### config.mk
export PLATFORM = sky130hd
export DESIGN_NAME = bar_chart_draw_controller_flat
export DESIGN_NICKNAME = d
export VERILOG_FILES = /design/src/rtl/bar_chart_pkg.sv /design/src/rtl/bar_chart_draw_controller_if.sv /design/src/rtl/bar_chart_draw_controller_scheduler.sv /design/src/rtl/bar_chart_draw_controller.sv /design/src/flat_wrapper.sv
export SDC_FILE = /design/constraint.sdc
export NUM_CORES = 1
export LEC_CHECK = 0
export CAP_MARGIN = 20
export CORE_ASPECT_RATIO = 0.7
export CORE_MARGIN = 2
export CORE_UTILIZATION = 45
export CTS_CLUSTER_DIAMETER = 120
export DETAILED_ROUTE_END_ITERATION = 16
export PLACE_DENSITY = 0.7
export SLEW_MARGIN = 10
export SYNTH_ARGS = -nofsm -noshare
export SYNTH_HDL_FRONTEND = slang
export SYNTH_SLANG_ARGS = --single-unit
### constraint.sdc
create_clock -name clk -period 8.71 [get_ports clk]
set_clock_uncertainty 0.15 [all_clocks]
set_input_delay 0.871 -clock clk [delete_from_list [all_inputs] [get_ports clk]]
set_output_delay 0.871 -clock clk [all_outputs]
set_load 0.01 [all_outputs]
### src/rtl/bar_chart_pkg.sv
`default_nettype none
// +----------------------------------------------------------------------------
// | bar_chart_pkg
// | Shared widths, FSM state encoding and height clamp for the bar-chart drawer.
// | Revision: 1.0
// +----------------------------------------------------------------------------
package bar_chart_pkg;

    localparam int COORD_X_W = 9;
    localparam int COORD_Y_W = 8;
    localparam int HEIGHT_W  = 7;
    localparam int COLOUR_W  = 3;

    typedef enum logic [2:0] {
        ST_IDLE   = 3'd0,
        ST_SCAN   = 3'd1,
        ST_LOAD_E = 3'd2,
        ST_ERASE  = 3'd3,
        ST_LOAD_B = 3'd4,
        ST_PAINT  = 3'd5,
        ST_FIN    = 3'd6
    } state_t;

    function automatic logic [HEIGHT_W-1:0] clamp_height(
        input logic [HEIGHT_W-1:0] h,
        input logic [HEIGHT_W-1:0] max_h
    );
        return (h > max_h) ? max_h : h;
    endfunction

endpackage
`default_nettype wire

### src/rtl/bar_chart_draw_controller_if.sv
`default_nettype none
// +----------------------------------------------------------------------------
// | bar_chart_draw_controller_if
// | Controller <-> plot engine / VGA adapter signal bundle.
// | Revision: 1.0
// +----------------------------------------------------------------------------
interface bar_chart_draw_controller_if;

    logic                                  eng_resetn;
    logic                                  eng_enable;
    logic [bar_chart_pkg::COORD_X_W-1:0]   eng_start_x;
    logic [bar_chart_pkg::COORD_Y_W-1:0]   eng_start_y;
    logic [bar_chart_pkg::HEIGHT_W-1:0]    eng_height;
    logic                                  eng_done;
    logic                                  plot;
    logic [bar_chart_pkg::COLOUR_W-1:0]    colour;

    modport master (
        output eng_resetn, eng_enable, eng_start_x, eng_start_y, eng_height,
        output plot, colour,
        input  eng_done
    );

    modport slave (
        input  eng_resetn, eng_enable, eng_start_x, eng_start_y, eng_height,
        input  plot, colour,
        output eng_done
    );

endinterface
`default_nettype wire

### src/rtl/bar_chart_draw_controller_scheduler.sv
`default_nettype none
// +----------------------------------------------------------------------------
// | bar_slot_scheduler
// | Per-bar dirty bits and last-drawn heights; reports lowest dirty bar index.
// | Revision: 1.0
// +----------------------------------------------------------------------------
module bar_slot_scheduler
    import bar_chart_pkg::*;
#(
    parameter int unsigned NUM_BARS = 4,
    parameter int unsigned IDX_W    = 2
) (
    input  wire logic                           clk,
    input  wire logic                           resetn,
    input  wire logic                           load,
    input  wire logic [NUM_BARS*HEIGHT_W-1:0]   new_heights,
    input  wire logic                           clear,
    input  wire logic [IDX_W-1:0]               clear_idx,
    input  wire logic [HEIGHT_W-1:0]            clear_height,
    output logic                                any_dirty,
    output logic [IDX_W-1:0]                    lowest_idx
);

    logic [NUM_BARS-1:0] r_dirty;
    logic [HEIGHT_W-1:0] r_last [NUM_BARS];

    // Reset marks every bar dirty so the first (or post-abort) draw repaints all.
    always_ff @(posedge clk) begin
        if (!resetn) begin
            r_dirty <= '1;
            for (int i = 0; i < int'(NUM_BARS); i++) begin
                r_last[i] <= '0;
            end
        end else begin
            if (load) begin
                for (int i = 0; i < int'(NUM_BARS); i++) begin
                    if (new_heights[i*HEIGHT_W +: HEIGHT_W] != r_last[i]) begin
                        r_dirty[i] <= 1'b1;
                    end
                end
            end
            if (clear) begin
                r_dirty[clear_idx] <= 1'b0;
                r_last[clear_idx]  <= clear_height;
            end
        end
    end

    always_comb begin
        any_dirty  = 1'b0;
        lowest_idx = '0;
        for (int i = int'(NUM_BARS) - 1; i >= 0; i--) begin
            if (r_dirty[i]) begin
                any_dirty  = 1'b1;
                lowest_idx = IDX_W'(i);
            end
        end
    end

endmodule
`default_nettype wire

### src/rtl/bar_chart_draw_controller.sv
`default_nettype none
// +----------------------------------------------------------------------------
// | bar_chart_draw_controller
// | Sequences the plot engine to erase and repaint each changed bar of a chart.
// | Revision: 1.0
// +----------------------------------------------------------------------------
module bar_chart_draw_controller
    import bar_chart_pkg::*;
#(
    parameter int unsigned          NUM_BARS  = 4,
    parameter int unsigned          BASE_X    = 40,
    parameter int unsigned          BAR_PITCH = 16,
    parameter int unsigned          BASE_Y    = 120,
    parameter int unsigned          MAX_H     = 100,
    parameter logic [COLOUR_W-1:0]  BG_COLOUR = 3'b000
) (
    input  wire logic                           clk,
    input  wire logic                           resetn,
    input  wire logic                           start,
    input  wire logic [NUM_BARS*HEIGHT_W-1:0]   heights,
    input  wire logic [COLOUR_W-1:0]            bar_colour,
    output logic                                busy,
    output logic                                done,
    bar_chart_draw_controller_if.master         bus
);

    localparam int unsigned          c_idx_w   = (NUM_BARS > 1) ? $clog2(NUM_BARS) : 1;
    localparam logic [HEIGHT_W-1:0]  c_max_h   = HEIGHT_W'(MAX_H);
    localparam logic [COORD_Y_W-1:0] c_base_y  = COORD_Y_W'(BASE_Y);
    localparam logic [COORD_Y_W-1:0] c_floor_y = COORD_Y_W'(BASE_Y + MAX_H);

    state_t                     r_state;
    state_t                     w_next;
    logic [HEIGHT_W-1:0]        r_h [NUM_BARS];
    logic [COLOUR_W-1:0]        r_colour;
    logic [c_idx_w-1:0]         r_idx;

    logic [NUM_BARS*HEIGHT_W-1:0] w_clamped;
    logic                       w_accept;
    logic                       w_any_dirty;
    logic [c_idx_w-1:0]         w_lowest;
    logic [HEIGHT_W-1:0]        w_cur_h;
    logic [COORD_X_W-1:0]       w_x;
    logic [COORD_Y_W-1:0]       w_y_bar;

    for (genvar i = 0; i < int'(NUM_BARS); i++) begin : g_clamp
        assign w_clamped[i*HEIGHT_W +: HEIGHT_W] =
            clamp_height(heights[i*HEIGHT_W +: HEIGHT_W], c_max_h);
    end

    assign w_accept = (r_state == ST_IDLE) && start;
    assign w_cur_h  = r_h[r_idx];
    assign w_x      = COORD_X_W'(BASE_X + 32'(r_idx) * BAR_PITCH);
    assign w_y_bar  = c_floor_y - {1'b0, w_cur_h};

    bar_slot_scheduler #(
        .NUM_BARS (NUM_BARS),
        .IDX_W    (c_idx_w)
    ) u_sched (
        .clk          (clk),
        .resetn       (resetn),
        .load         (w_accept),
        .new_heights  (w_clamped),
        .clear        ((r_state == ST_PAINT) && bus.eng_done),
        .clear_idx    (r_idx),
        .clear_height (w_cur_h),
        .any_dirty    (w_any_dirty),
        .lowest_idx   (w_lowest)
    );

    always_ff @(posedge clk) begin
        if (!resetn) begin
            r_state <= ST_IDLE;
        end else begin
            r_state <= w_next;
        end
    end

    always_ff @(posedge clk) begin
        if (!resetn) begin
            for (int i = 0; i < int'(NUM_BARS); i++) begin
                r_h[i] <= '0;
            end
            r_colour <= BG_COLOUR;
            r_idx    <= '0;
        end else begin
            if (w_accept) begin
                for (int i = 0; i < int'(NUM_BARS); i++) begin
                    r_h[i] <= w_clamped[i*HEIGHT_W +: HEIGHT_W];
                end
                r_colour <= bar_colour;
            end
            if (r_state == ST_SCAN) begin
                r_idx <= w_lowest;
            end
        end
    end

    always_comb begin
        w_next = r_state;
        case (r_state)
            ST_IDLE:   if (start) w_next = ST_SCAN;
            ST_SCAN:   w_next = w_any_dirty ? ST_LOAD_E : ST_FIN;
            ST_LOAD_E: w_next = ST_ERASE;
            ST_ERASE:  if (bus.eng_done) w_next = ST_LOAD_B;
            ST_LOAD_B: w_next = ST_PAINT;
            ST_PAINT:  if (bus.eng_done) w_next = ST_SCAN;
            ST_FIN:    w_next = ST_IDLE;
            default:   w_next = ST_IDLE;
        endcase
    end

    // Coordinates are held through the drawing state that follows each LOAD.
    always_comb begin
        bus.eng_resetn  = 1'b0;
        bus.eng_enable  = 1'b0;
        bus.eng_start_x = '0;
        bus.eng_start_y = '0;
        bus.eng_height  = '0;
        bus.colour      = BG_COLOUR;
        busy            = (r_state != ST_IDLE);
        done            = 1'b0;
        case (r_state)
            ST_LOAD_E, ST_ERASE: begin
                bus.eng_start_x = w_x;
                bus.eng_start_y = c_base_y;
                bus.eng_height  = c_max_h;
                if (r_state == ST_ERASE) begin
                    bus.eng_resetn = 1'b1;
                    bus.eng_enable = 1'b1;
                end
            end
            ST_LOAD_B, ST_PAINT: begin
                bus.eng_start_x = w_x;
                bus.eng_start_y = w_y_bar;
                bus.eng_height  = w_cur_h;
                if (r_state == ST_PAINT) begin
                    bus.eng_resetn = 1'b1;
                    bus.eng_enable = 1'b1;
                    bus.colour     = r_colour;
                end
            end
            ST_FIN:  done = 1'b1;
            default: ;
        endcase
    end

    assign bus.plot = bus.eng_enable & ~bus.eng_done;

endmodule
`default_nettype wire
### src/flat_wrapper.sv
// flat-port wrapper written by rule: the top's interface ports become plain ports
module bar_chart_draw_controller_flat import bar_chart_pkg::*;
#(
    parameter int unsigned          NUM_BARS  = 4,
    parameter int unsigned          BASE_X    = 40,
    parameter int unsigned          BAR_PITCH = 16,
    parameter int unsigned          BASE_Y    = 120,
    parameter int unsigned          MAX_H     = 100,
    parameter logic [COLOUR_W-1:0]  BG_COLOUR = 3'b000
)
  (clk, resetn, start, heights, bar_colour, busy, done, bus_eng_resetn, bus_eng_enable, bus_eng_start_x, bus_eng_start_y, bus_eng_height, bus_plot, bus_colour, bus_eng_done);
  bar_chart_draw_controller_if bus_i ();
  input  wire logic clk;
  input  wire logic resetn;
  input  wire logic start;
  input  wire logic [NUM_BARS*HEIGHT_W-1:0] heights;
  input  wire logic [COLOUR_W-1:0] bar_colour;
  output logic busy;
  output logic done;
  output wire logic [$bits(bus_i.eng_resetn)-1:0] bus_eng_resetn;
  output wire logic [$bits(bus_i.eng_enable)-1:0] bus_eng_enable;
  output wire logic [$bits(bus_i.eng_start_x)-1:0] bus_eng_start_x;
  output wire logic [$bits(bus_i.eng_start_y)-1:0] bus_eng_start_y;
  output wire logic [$bits(bus_i.eng_height)-1:0] bus_eng_height;
  output wire logic [$bits(bus_i.plot)-1:0] bus_plot;
  output wire logic [$bits(bus_i.colour)-1:0] bus_colour;
  input wire logic [$bits(bus_i.eng_done)-1:0] bus_eng_done;
  assign bus_eng_resetn = bus_i.eng_resetn;
  assign bus_eng_enable = bus_i.eng_enable;
  assign bus_eng_start_x = bus_i.eng_start_x;
  assign bus_eng_start_y = bus_i.eng_start_y;
  assign bus_eng_height = bus_i.eng_height;
  assign bus_plot = bus_i.plot;
  assign bus_colour = bus_i.colour;
  assign bus_i.eng_done = bus_eng_done;
  bar_chart_draw_controller #(.NUM_BARS(NUM_BARS), .BASE_X(BASE_X), .BAR_PITCH(BAR_PITCH), .BASE_Y(BASE_Y), .MAX_H(MAX_H), .BG_COLOUR(BG_COLOUR)) u_core (.clk(clk), .resetn(resetn), .start(start), .heights(heights), .bar_colour(bar_colour), .busy(busy), .done(done), .bus(bus_i));
endmodule
After elaboration in Yosys (flattened, before gate mapping)
Memories as Yosys holds them, arrays and structs flattened. A register that Yosys moved wholly into a read port is not among the register bits.
Index checks and enable logic that the tools add are counted.
Cells by class
  bitwise gates (word level): 8
  reduce and logical (&&, ||, !) cells: 10
  magnitude comparators: 6
  mux-type cells: 51
  eq/ne operators: 13
  $add $sub $neg: 2
Operator list (number)
  7-bit two-way mux: 9
  7-bit > comparator, second input constant: 4
  7-bit != test: 4
  1-bit two-way mux: 20
  3-bit two-way mux: 6
  3-bit case mux with 6 select lines: 1
  8-bit case mux with 2 select lines: 1
  2-bit two-way mux: 7
  7-bit case mux with 2 select lines: 1
  4-bit two-way mux: 3
  3-bit equality test, second input constant: 3
  9-bit two-way mux: 1
  8-bit by 7-bit subtractor with 8-bit output, first input constant: 1
  6-bit by 6-bit adder with 7-bit output, first input constant: 1
  7-bit OR reduction: 1
  3-bit by 2-bit equality test with 1-bit output, second input constant: 2
  2-bit != test, second input constant: 3
  4-bit AND: 1
  4-bit NOT: 1
  1-bit bitwise OR: 4
  2-bit OR reduction: 2
  4-bit OR reduction: 1
  3-bit by 1-bit equality test with 1-bit output, second input constant: 1
  1-bit logical AND: 3
  other kinds (9): 9
Word-level totals
  input bits: 35
  memories kept: 2
  word-level logic and storage cells: 96
  bits in writable memories: 56
  output and inout port bits: 32
  register bits after elaboration: 12
Memories
  u_core.r_h: depth 4, bits a word 7, read ports 1, clocked after memory_dff 1, write ports 4, RTL line bar_chart_draw_controller.sv:34  | logic [HEIGHT_W-1:0] r_h [NUM_BARS];
  u_core.u_sched.r_last: depth 4, bits a word 7, read ports 4, clocked after memory_dff 0, write ports 4, RTL line bar_chart_draw_controller_scheduler.sv:25  | logic [HEIGHT_W-1:0] r_last [NUM_BARS];

Longest topological paths before layout
Gate-level depths: netlist of run 1.
  depth after elaboration: 8
  gate-level depth with buffers: 8
  depth with buffers taken out: 6

By module
Synthesis of run 1 repeated with hierarchy kept, for this count alone.
Unflattened totals
  cell total of the unflattened synthesis: 341
  area, all modules: 3784.9 µm²
By module, submodules not included
  bar_chart_draw_controller: cells an instance 215, seq. area each 1041.0 µm², area an instance 2187.1 µm², instances 1
  bar_slot_scheduler: cells an instance 126, seq. area each 920.9 µm², area an instance 1597.8 µm², instances 1

Least setup slack after synthesis of run 1
OpenSTA, ideal clock, no wires.
  kind: input -> register
  start point: input start
  end point: register u_core.u_sched.r_dirty[0]
  setup slack: 5.007 ns
  data arrival time: 3.472 ns
  setup time: 0.081 ns
  required time: 8.479 ns
  stages: 4
  path buffers: 0
  path through: inv_1 -> o21ai_0 -> o21ai_0 -> a31oi_1
Between the ends
  word-level cells in the longest chain between the ends: 5
Ends and longest elaborated chain
  from (decl): RTL line flat_wrapper.sv:15  | input wire logic start;
  1-bit logical AND (*): RTL line bar_chart_draw_controller.sv:51  | assign w_accept = (r_state == ST_IDLE) && start;
  4-bit two-way mux (*): RTL line bar_chart_draw_controller_scheduler.sv:35  | if (load) begin
  4-bit two-way mux (*): RTL line bar_chart_draw_controller_scheduler.sv:29  | if (!resetn) begin
  4-bit AND (no line)
  4-bit two-way mux (*): RTL line bar_chart_draw_controller_scheduler.sv:42  | if (clear) begin
  to (signal assigned): RTL line bar_chart_draw_controller_scheduler.sv:30  | r_dirty <= '1;
  to (signal, indexed assignment): RTL line bar_chart_draw_controller_scheduler.sv:38  | r_dirty[i] <= 1'b1;
  to (signal, indexed assignment): RTL line bar_chart_draw_controller_scheduler.sv:43  | r_dirty[clear_idx] <= 1'b0;
  to (decl): RTL line bar_chart_draw_controller_scheduler.sv:24  | logic [NUM_BARS-1:0] r_dirty;
Mark *: on every way between the ends. The rest lies on a longest branch, timed or not. The select of a mux whose other input is x is not followed.
A chain may end at the register's enable or synchronous reset.

==> metrics, run 1 <==
slew at the pin closest to its max-slew limit=0.8848 ns; most common cell after layout, fill and taps aside=clkdlybuf4s50_1; Slew HR=40.39%; CTS resizes=0; global-route wire length before repair=15010 µm; clock share of power=34.0%; Ports=67; core box area=8443 µm²; Buf+Inv Stages, Crit Path=2; Synth area leader=edfxtp_1; critical path launch point type=register; worst vdd ir=0.09761 mV; setup tns final=0 ns; r2r endpoint=u_core.u_sched.r_last[1][5]; Initial DRC Count=252; post-route cell area=4805 µm²; CP required=7.69 ns; Port Buffers=61; drt wl/cell=18.29 µm; Hold Path Class=register to register; register area=1962 µm²; share of the synthesized area in the top cell type=43.08%; Starting Density=46.24%; max-slew violations=0; most frequent cells in the layout=clkdlybuf4s50_1 (61), nor2_1 (58), edfxtp_1 (56); DRC violations left=0; hold path depth=2; Critical R2R Launch=u_core.r_state[2]; Fin Hold WS=0.3614 ns; RSZ-0062 raised after global routing=false; area of the multi-input gates=1788 µm²; final setup violating endpoints=0; switching pwr=0.2680 mW; Cell Int Power=0.6850 mW; number of max-cap violations=0; die width=115.3 µm; Synth async-reset ratio=0%; site row count=28; dpl hpwl=7567 µm; drt first pass iters=5; post-synthesis cell count=366; number of nets in the layout=458; clk slew on worst S/H paths=0.06 ns; GRT Total Usage=22.00%; Top Family by Delay on Critical Path=flip-flops; ANT nets after route=0; final wirelength=10010 µm; clk_lat worst skew=0.34 ns; Top FF cell, synth=edfxtp_1; initial antenna violation count=0; Final Util=56.91%; share of layout cells above drive strength 1=7.260%; Critical Path Stages=7; Seq pwr share=44.3%; DIE AREA=9448 µm²; GP Congestion=0.8804; CTS tree=done; pin count of the biggest net entering global routing=32; synth top area cells=edfxtp_1 (43%), dfxtp_1 (7.2%), nor2_1 (5.6%), xnor2_1 (3.8%), mux4_1 (3.4%); vias in the first global route=2769; worst path cell trace=mux4_1, inv_1, ha_1, o31ai_2, xnor2_1, o21ai_1, clkdlybuf4s50_1; Synth Register Bits=70; PwrDens=198.4 nW/µm²; global route total overflow=0; Reg2Reg Setup Slack=5.92 ns; Hold Path End=u_core.r_colour[0]; ant diodes=0; synthesized cell area=3904 µm²; run status=finished, final reports clean; Setup CP Type=register to primary output; min Tclk post-route=4.267 ns; Static Leak=1.728 nW; Mean Syn Cell Area=10.67 µm²; switching share of total power=28.12%; critical path's largest stage delay=0.81 ns; Worst Path Arrival=3.25 ns; Longest Clk Path Bufs=2; CTS Sinks=70; CTS H-tree depth=3; placed inst area=4544 µm²; final number of hold-violating endpoints=0; number of post-CTS setup repair buffers=0; crit-path max FO=15; register area share after synthesis=50.26%; root buffer cell=clkbuf_16; Die Y=81.93 µm; FMAX=234.4 MHz; Comb pwr share=21.8%; Yosys cell types=55; HP Start=u_core.r_colour[0]; post-DR vias/cell=5.492; routed via count=3004; cells on worst reg2reg path=4; area added between synthesis and finish=23.08%; fin crit share=48.99%; Num CTS Buffers=9; total of warnings raised by yosys=0; # hold bufs at CTS=0; Post-synth EDFFs=56; Fillers=736; Critical-path top delay cell=dfxtp_1; Critical Path End Type=primary output
synthesized netlist by cell type (7+ instances only):
cell	count
xnor2_1	17
a21oi_1	12
edfxtp_1	56
nor2_1	58
a31oi_1	9
dfxtp_1	14
buf_4	9
and2_1	15
nand2_1	21
nor3_1	7
nor2b_1	9
o21ai_0	17
mux2i_1	13
and3_1	17
worst max-delay path by stage:
stage,from,end
CTS,register,bus_eng_start_y[6]
floorplan,start,u_core.u_sched.r_dirty[0]
finish,register,bus_eng_start_y[6]
global placement,register,bus_eng_start_y[6]
global route,register,bus_eng_start_y[6]
detailed placement,register,bus_eng_start_y[6]
sequential cells by signal, summed over array words and instances, names as in the netlist, named ones only:
| signal | count |
|---|---|
| u_core.r_colour | 3 |
| u_core.r_h | 28 |
| u_core.r_idx | 2 |
| u_core.r_state | 3 |
| u_core.u_sched.r_dirty | 4 |
| u_core.u_sched.r_last | 28 |
metrics by stage:
step | power (mW) | setup slack [ns] | instances
floorplan | 0.5390 | 5.007 | 370
global placement | 0.6279 | 4.915 | 531
detailed placement | 0.6345 | 4.809 | 531
CTS | 0.9581 | 4.447 | 547
global route | 0.9928 | 4.323 | 547
finish | 0.9530 | 4.443 | 547
power groups by stage:
stage	combinational [mW]	sequential [mW]	clock, mW
after floorplan	0.126	0.413	0
after global placement	0.201	0.427	0
after detailed placement	0.207	0.427	0
after CTS	0.207	0.421	0.330
after global routing	0.223	0.424	0.345
final	0.208	0.422	0.324
per-layer routing:
layer,track usage [%],up-vias,share of wire (%)
li1,-,1442,-
met1,31.82,1441,45
met2,32.16,112,45
met3,6.863,9,9.1
met4,5.422,0,1.0
met5,0,-,0
final cells by class:
class / instances / share of cell area [%]
Sequential cell: 70 / 40.83
Multi-Input combinational cell: 273 / 37.21
Timing Repair Buffer: 63 / 13.02
Tap cell: 120 / 3.125
Inverter: 5 / 0.3906
Clock buffer: 12 / 4.922
Clock inverter: 4 / 0.4948
worst register-to-register path, stage by stage (launching register included):
cell and delay [ns]:
dfxtp_1 0.49, nor2b_1 0.65, nand4_4 0.26, or3b_1 0.60, nand2_1 0.32
kinds of logic (layout without fill, tap and decap cells):
group                    count (synthesis)  after routing  synth area share, %
other                                    1              5              0.09606
AND/OR/NAND/NOR                        159            159                21.47
AO/OA/AOI/OAI                           62             62                10.03
buffers and inverters                   27             84                4.423
adder cells (fa/ha/maj)                  1              1               0.3205
multiplexers                            23             23                8.237
XOR/XNOR                                23             23                5.160
flip-flops                              70             70                50.26
No activity file was read; power rests on OpenSTA's default activity.
==> run 2, diff against run 1 <==
--- a/config.mk
+++ b/config.mk
@@ -11,7 +11,7 @@
 export CORE_UTILIZATION = 45
 export CTS_CLUSTER_DIAMETER = 120
 export DETAILED_ROUTE_END_ITERATION = 16
-export PLACE_DENSITY = 0.7
+export PLACE_DENSITY = 0.72
 export SLEW_MARGIN = 10
 export SYNTH_ARGS = -nofsm -noshare
 export SYNTH_HDL_FRONTEND = slang
==> constraint.sdc (replaced) <==
create_clock -name clk -period 3.6 [get_ports clk]
set_clock_uncertainty 0.15 [all_clocks]
set_input_delay 0.36 -clock clk [delete_from_list [all_inputs] [get_ports clk]]
set_output_delay 0.36 -clock clk [all_outputs]
set_load 0.01 [all_outputs]
==> run 2 against run 1 <==
Sequential share of layout area fell by 0.56 points. Clock-buffer cell count rose by 2. Highest routed layer unchanged. Design area rose by 1.4%.
==> metrics, run 2 (synthesized netlist as in run 1, its figures left out) <==
Worst Path Arrival=2.82 ns (-0.43 ns); min Tclk post-route=3.335 ns; vias in the first global route=2893 (+4.5%); routed wl met2=4434 µm (-0.52%); slew at the pin closest to its max-slew limit=0.9496 ns (+0.06488 ns); most common cell after layout, fill and taps aside=clkdlybuf4s50_1; crit-path max FO=8 (-7); routed via count=3049 (+1.5%); number of post-CTS setup repair buffers=0 (unchanged); ANT nets after route=0 (unchanged); switching share of total power=27.11% (-1.0 points); max-slew violations=0 (unchanged); core box area=8443 µm² (unchanged); Final Util=57.69% (+0.79 points); RSZ-0062 raised after global routing=false; switching pwr=0.6433 mW (+140%); PwrDens=487.1 nW/µm² (+150%); Fillers=710 (-3.5%); FMAX=299.9 MHz; final number of hold-violating endpoints=0 (unchanged); Fin Hold WS=0.3590 ns (-0.002425 ns); Critical Path End Type=primary output; ant diodes=0 (unchanged); Ports=67 (unchanged); Comb pwr share=21.6% (-0.2 points); Longest Clk Path Bufs=2 (unchanged); worst vdd ir=0.2749 mV (+180%); met3 WL post-DR=877 µm (-3.3%); CTS resizes=0 (unchanged); global route total overflow=0 (unchanged); drt wl/cell=17.93 µm (-2.0%); Hold Path Class=register to register; setup tns final=0 ns (unchanged); Slew HR=36.02% (-4.4 points); drt first pass iters=4 (-1); Starting Density=46.24% (unchanged); largest registers=u_core.r_h: 28 flops, u_core.u_sched.r_last: 28 flops, u_core.u_sched.r_dirty: 4 flops; die width=115.3 µm (unchanged); area added between synthesis and finish=24.78%; clk_lat worst skew=0.33 ns (about the same); hold path depth=2 (unchanged); Static Leak=1.766 nW (+2.2%); GP Congestion=0.8763 (-0.47%); Port Buffers=61 (unchanged); pin count of the biggest net entering global routing=29 (-9.4%); post-DR vias/cell=5.524 (+0.58%); fin crit share=92.63%; highest metal used=met4; initial antenna violation count=0 (unchanged); final wirelength=9895 µm (-1.1%); Initial DRC Count=238 (-5.6%); Setup CP Type=register to primary output; number of max-cap violations=0 (unchanged); clk slew on worst S/H paths=0.05 ns (about the same); # hold bufs at CTS=0 (unchanged); DRC violations left=0 (unchanged); clock share of power=35.3% (+1.3 points); global-route wire length before repair=15390 µm (+2.5%); share of layout cells above drive strength 1=8.333% (+1.1 points); CTS tree=done; number of nets in the layout=463 (+1.1%); GRT Total Usage=22.21% (+0.21 points); cells on worst reg2reg path=4 (unchanged); final setup violating endpoints=0 (unchanged); Num CTS Buffers=9 (unchanged); Critical Path Stages=7 (unchanged); Cell Int Power=1.730 mW (+150%); most frequent cells in the layout=clkdlybuf4s50_1 (61), nor2_1 (58), edfxtp_1 (56); Die Y=81.93 µm (unchanged); critical path launch point type=register; run status=finished, final reports clean; Seq pwr share=43.1% (-1.2 points); site row count=28 (unchanged); CTS Sinks=70 (unchanged); dpl hpwl=7221 µm (-4.6%); worst path cell trace=buf_4, mux4_1, nand2_1, nor2_1, xor2_1, o21ai_1, clkdlybuf4s50_1; CP required=3.09 ns (-4.60 ns); DIE AREA=9448 µm² (unchanged); M1 WL=4418 µm (-2.6%); Critical-path top delay cell=mux4_1; critical path's largest stage delay=0.61 ns (-0.20 ns); CTS H-tree depth=3 (unchanged); Buf+Inv Stages, Crit Path=2 (unchanged); root buffer cell=clkbuf_16; total power=2.373 mW (+150%); Top Family by Delay on Critical Path=buffers and inverters
-- run 2: cell count changes in the layout (fill, tap and decap cells not counted) --
cell | previous run | this run
clkinv_4 | 0 | 1
buf_4 | 2 | 7
inv_4 | 1 | 0
clkinv_2 | 2 | 1
clkbuf_8 | 0 | 1
clkinvlp_4 | 1 | 0
clkbuf_16 | 9 | 10
-- run 2: path summary, 6_finish.rpt --
path,startpoint,end,slack (ns)
max,register,bus_eng_start_y[5],0.27
min,u_core.r_colour[2],u_core.r_colour[2],0.36
max reg2reg,u_core.r_state[2],u_core.u_sched.r_last[1][2],0.88
min reg2reg,u_core.r_colour[2],u_core.r_colour[2],0.36
-- run 2: per-stage QoR --
step | std cells | worst slack, ns | area, µm²
3_3_place_gp | 536 | 0.6622 | 4582
4_1_cts | 552 | 0.2749 | 4871
5_1_grt | 552 | 0.1208 | 4871
2_1_floorplan | 370 | 0.7978 | 3919
6_report | 552 | 0.2652 | 4871
3_5_place_dp | 536 | 0.6453 | 4582
-- run 2: worst min-delay path, cell delays in order, from the launching register on --
cell and delay [ns]:
dfxtp_1 0.32, mux2i_1 0.06, nor2b_1 0.09
-- run 2: final cells by class --
type                            instances  area (µm²)  share of cell area (%)
Sequential cell                        70        1962                   40.28
Multi-Input combinational cell        273        1788                   36.71
Timing Repair Buffer                   68       663.1                   13.61
Clock buffer                           14       275.3                   5.651
Tap cell                              120       150.1                   3.082
Inverter                                5       18.77                  0.3853
Clock inverter                          2       13.76                  0.2826
-- run 2: power groups by stage --
| stage | registers (mW) | logic (mW) | clock network (mW) |
|---|---|---|---|
| 6_report | 1.02 | 0.512 | 0.838 |
| 5_1_grt | 1.03 | 0.557 | 0.891 |
| 2_1_floorplan | 0.999 | 0.304 | 0 |
| 4_1_cts | 1.02 | 0.514 | 0.851 |
| 3_5_place_dp | 1.04 | 0.511 | 0 |
| 3_3_place_gp | 1.03 | 0.502 | 0 |
-- run 2: routing by layer --
metal	track usage [%]	vias up
met4	7.711	0
met5	0	-
met3	5.387	14
met1	30.86	1461
li1	-	1454
met2	34.15	120
